## src/rtl/multiplier_controller_taint.sv

```systemverilog
// Shift-and-add multiplier controller with sticky taint tracking.
// Moore FSM: every output is a registered decode of the next state.
module multiplier_controller_taint #(
  parameter int unsigned WIDTH = 4
) (
  input  logic             clk,
  input  logic             rst,
  input  logic             start,
  input  logic             start_t,
  input  logic [WIDTH-1:0] multiplierReg,
  input  logic [WIDTH-1:0] multiplierReg_t,
  output logic             rsclear,
  output logic             rsload,
  output logic             rsshr,
  output logic             mrld,
  output logic             mdld,
  output logic             rsclear_t,
  output logic             rsload_t,
  output logic             rsshr_t,
  output logic             mrld_t,
  output logic             mdld_t,
  output logic             busy,
  output logic             done,
  output logic             done_t
);

  localparam int unsigned CntW = (WIDTH > 1) ? $clog2(WIDTH) : 1;
  localparam logic [CntW-1:0] CntLast = CntW'(WIDTH - 1);

  typedef enum logic [2:0] {
    StIdle,
    StInit,
    StTest,
    StAdd,
    StShift,
    StDone
  } state_e;

  state_e          state_q, state_d;
  logic [CntW-1:0] cnt_q, cnt_d;
  logic            op_t_q, op_t_d;

  always_comb begin
    state_d = state_q;
    cnt_d   = cnt_q;
    op_t_d  = op_t_q;
    unique case (state_q)
      StIdle: begin
        if (start) begin
          state_d = StInit;
          op_t_d  = start_t;
        end
      end
      StInit: begin
        cnt_d   = '0;
        state_d = StTest;
      end
      StTest: begin
        // The decision bit's taint must already show in this iteration's ADD/SHIFT.
        op_t_d  = op_t_q | multiplierReg_t[cnt_q];
        state_d = multiplierReg[cnt_q] ? StAdd : StShift;
      end
      StAdd: begin
        state_d = StShift;
      end
      StShift: begin
        if (cnt_q == CntLast) begin
          state_d = StDone;
        end else begin
          cnt_d   = cnt_q + 1'b1;
          state_d = StTest;
        end
      end
      StDone: begin
        state_d = StIdle;
        op_t_d  = 1'b0;
      end
      default: begin
        state_d = StIdle;
        op_t_d  = 1'b0;
      end
    endcase
  end

  always_ff @(posedge clk) begin
    if (rst) begin
      state_q   <= StIdle;
      cnt_q     <= '0;
      op_t_q    <= 1'b0;
      rsclear   <= 1'b0;
      rsload    <= 1'b0;
      rsshr     <= 1'b0;
      mrld      <= 1'b0;
      mdld      <= 1'b0;
      rsclear_t <= 1'b0;
      rsload_t  <= 1'b0;
      rsshr_t   <= 1'b0;
      mrld_t    <= 1'b0;
      mdld_t    <= 1'b0;
      busy      <= 1'b0;
      done      <= 1'b0;
      done_t    <= 1'b0;
    end else begin
      state_q   <= state_d;
      cnt_q     <= cnt_d;
      op_t_q    <= op_t_d;
      rsclear   <= (state_d == StInit);
      rsload    <= (state_d == StAdd);
      rsshr     <= (state_d == StShift);
      mrld      <= (state_d == StInit);
      mdld      <= (state_d == StInit);
      rsclear_t <= (state_d == StInit) & op_t_d;
      rsload_t  <= (state_d == StAdd) & op_t_d;
      rsshr_t   <= (state_d == StShift) & op_t_d;
      mrld_t    <= (state_d == StInit) & op_t_d;
      mdld_t    <= (state_d == StInit) & op_t_d;
      busy      <= (state_d != StIdle);
      done      <= (state_d == StDone);
      done_t    <= (state_d == StDone) & op_t_d;
    end
  end

endmodule

```

## config.mk

```make
export PLATFORM = sky130hd
export DESIGN_NAME = multiplier_controller_taint
export DESIGN_NICKNAME = d
export VERILOG_FILES = /design/src/rtl/multiplier_controller_taint.sv
export SDC_FILE = /design/constraint.sdc
export NUM_CORES = 1
export LEC_CHECK = 0
export CAP_MARGIN = 5
export CORE_UTILIZATION = 42
export DETAILED_ROUTE_END_ITERATION = 7
export PLACE_DENSITY = 0.78
export SLEW_MARGIN = 20
export SYNTH_ARGS = -nofsm -noshare
export SYNTH_HDL_FRONTEND = slang
export SYNTH_SLANG_ARGS = --single-unit
```

## constraint.sdc

```tcl
create_clock -name clk -period 1.85 [get_ports clk]
set_clock_uncertainty 0.05 [all_clocks]
set_input_delay 0.185 -clock clk [delete_from_list [all_inputs] [get_ports clk]]
set_output_delay 0.185 -clock clk [all_outputs]
set_load 0.005 [all_outputs]
```

==> reports/metrics.csv <==
metric;value;unit
hp-class;in -> reg;
portBuffers;24;
clkSinkCount;15;
via_per_inst;5.297;
layout_min_cycle_time;1.546;ns
postRouteWirelength;1329;microns
cp.arrival;1.73;ns
synth-seq-cells;15;
routedWlPerCell;11.26;microns
finalSetupViolCount;0;
cts_resized;0;
fin_setup_tns;0;ns
synth_fp_nets;92;
clk_pin_slew;0.09;ns
seq_area_frac_synth;43.40;%
drc_errors;0;
grt_use_total;17.83;%
largest_reg_flops;3;
antenna_found_initial;0;
area_delta_synth_final;36.89;%
status;complete, no violations;
final_max_slew_viol_count;0;
crit_type;reg -> reg;
antenna_cells;0;
ctsLongestPathBuffers;2;
drt-initial-drc-count;13;
synthCells;79;
critPathMaxStageDelay;0.46;ns
initial_core_util;45.40;%
critPathBufInv;1;
io_pins;25;
hold_violations;0;
fin_ws;0.3044;ns
layout.area.seq;300.3;sq um
cts_max_level;1;
final_antenna_net_count;0;
rsz0062_at_grt;no;
post-place-ws;0.2747;ns
cp-end-kind;flip-flop;
syn_area;691.9;sq um
dieArea;1814;sq um
tightest_slew;0.3936;ns
drive_above_1_share;10.78;%
leakage;0.3837;nW
first_pass_iters;4;
reg_top3;state_q (3), cnt_q (2);
avgSynthCellArea;8.758;sq um
cts_inserted_buffers;3;
fin_crit_sh;83.54;%
die_h;42.59;microns
filler_cell_count;130;
final_common_cell;clkdlybuf4s50_1;
coreArea;1524;sq um
critPathSlowestCell;dfxtp_1;
grt_max_degree;14;
multiInputGateArea;314.1;sq um
clk_latency;0.28;ns
path_depth;6;
rows;14;
hpwlAfterDp;1042;microns
final_cell_mix;24 x clkdlybuf4s50_1, 15 x dfxtp_1, 8 x nand2_1;
finalNetCount;116;
die_w;42.59;microns
hold_buffers;0;
largest_register;state_q;
max-slew-margin-rel;73.72;%
holdPathStages;2;
cts_root_buf;clkbuf_4;
ir_worst_vdd;414.4;uV
grt_pass1_vias;611;
post_cts_buffers;0;
synth_cell_types;31;
grt_pass1_wl;2456;microns
place_congestion;0.8517;
worstPathCellList;buf_4 -> ha_1 -> nor2b_1 -> o21ai_0 -> a22oi_1 -> nor2_1;
yosysWarningCount;0;
r2r_cells;6;
fmax;647.0;MHz
cts_tree;done;
grt-ovfl-total;0;
vias;625;
cap_viol_max_count;0;
crit_path_max_fanout;5;
power_per_cell_area;736.9;nW/um^2
crit_family;flip-flops;
cp-start-kind;flip-flop;
ff2ff_setup_slack;0.30;ns
required;2.03;ns
==> cell usage after synthesis <==
master	count	share of area (%)
a21boi_0	1	1.1
buf_2	2	1.4
nor2_2	1	0.90
dfxtp_1	15	43
nand4b_1	1	1.3
mux2_2	1	1.6
a2111oi_0	1	1.3
a32o_1	1	1.4
or4_4	1	1.6
ha_1	1	1.8
o21ai_0	3	2.2
nor2_1	7	3.8
nand3_1	1	0.72
mux2i_1	4	5.8
buf_6	1	1.6
or2_2	1	0.90
clkbuf_1	1	0.54
a21oi_1	4	2.9
nor2b_1	1	0.90
o211ai_1	1	1.1
inv_1	6	3.3
nand2_1	8	4.3
nand2b_1	1	0.90
o311a_1	1	1.4
and2_1	1	0.90
o31ai_1	1	1.1
buf_4	4	4.3
nor3_1	4	2.9
a22oi_1	2	2.2
a211oi_1	1	1.1
o31a_1	1	1.3
==> cell type report <==
cell class	count	share of cell area, %
Multi-Input combinational cell	50	33.16
Clock buffer	3	2.378
Timing Repair Buffer	27	27.74
Tap cell	16	2.114
Sequential cell	15	31.70
Clock inverter	1	0.5284
Inverter	6	2.378
==> path summary, 6_finish.rpt <==
check,startpoint,end
setup reg to reg,cnt_q[0]$_SDFFE_PP0P_,cnt_q[1]$_SDFFE_PP0P_
hold / removal,start_t,mdld_t$_SDFF_PP0_
hold reg to reg,state_q[1]$_SDFF_PP0_,state_q[0]$_SDFF_PP0_
setup / recovery,cnt_q[0]$_SDFFE_PP0P_,cnt_q[1]$_SDFFE_PP0P_
==> layer usage <==
layer / part of all wire, % / global-route usage (%) / vias up / wire, microns
met5: 0 / 0 / - / 0
li1: - / - / 315 / -
met2: 48 / 29.85 / 20 / 632
met4: 2.6 / 9.375 / 0 / 34
met3: 4.1 / 3.017 / 5 / 55
met1: 46 / 21.60 / 285 / 608
==> cell families after synthesis <==
| family | share of synthesized area (%) |
|---|---|
| AND/OR/NAND/NOR | 19.17 |
| AO/OA/AOI/OAI | 17.00 |
| adder cells (fa/ha/maj) | 1.808 |
| buffers and inverters | 11.21 |
| multiplexers | 7.414 |
| flip-flops | 43.40 |
==> power by group <==
group	leakage (nW)	switching (W)	total [W]	internal, W
clock network	0.0177	0.000106	0.000186	0.0000804
logic	0.244	0.0000606	0.000149	0.0000879
registers	0.122	0.0000209	0.000363	0.000342
==> stage by stage <==
| step | hold WS, ns | power (W) | std cells | area [sq um] | util (%) |
|---|---|---|---|---|---|
| floorplan | 0.2567 | 0.0004515 | 79 | 691.9 | - |
| global placement | 0.4815 | 0.0005160 | 114 | 919.6 | 60.34 |
| detailed placement | 0.4908 | 0.0005186 | 114 | 919.6 | 60.34 |
| CTS | 0.4432 | 0.0007055 | 118 | 947.2 | 62.15 |
| global route | 0.4644 | 0.0007368 | 118 | 947.2 | 62.15 |
| finish | 0.4562 | 0.0006980 | 118 | 947.2 | 62.15 |
No activity file was read; power rests on OpenSTA's default activity.
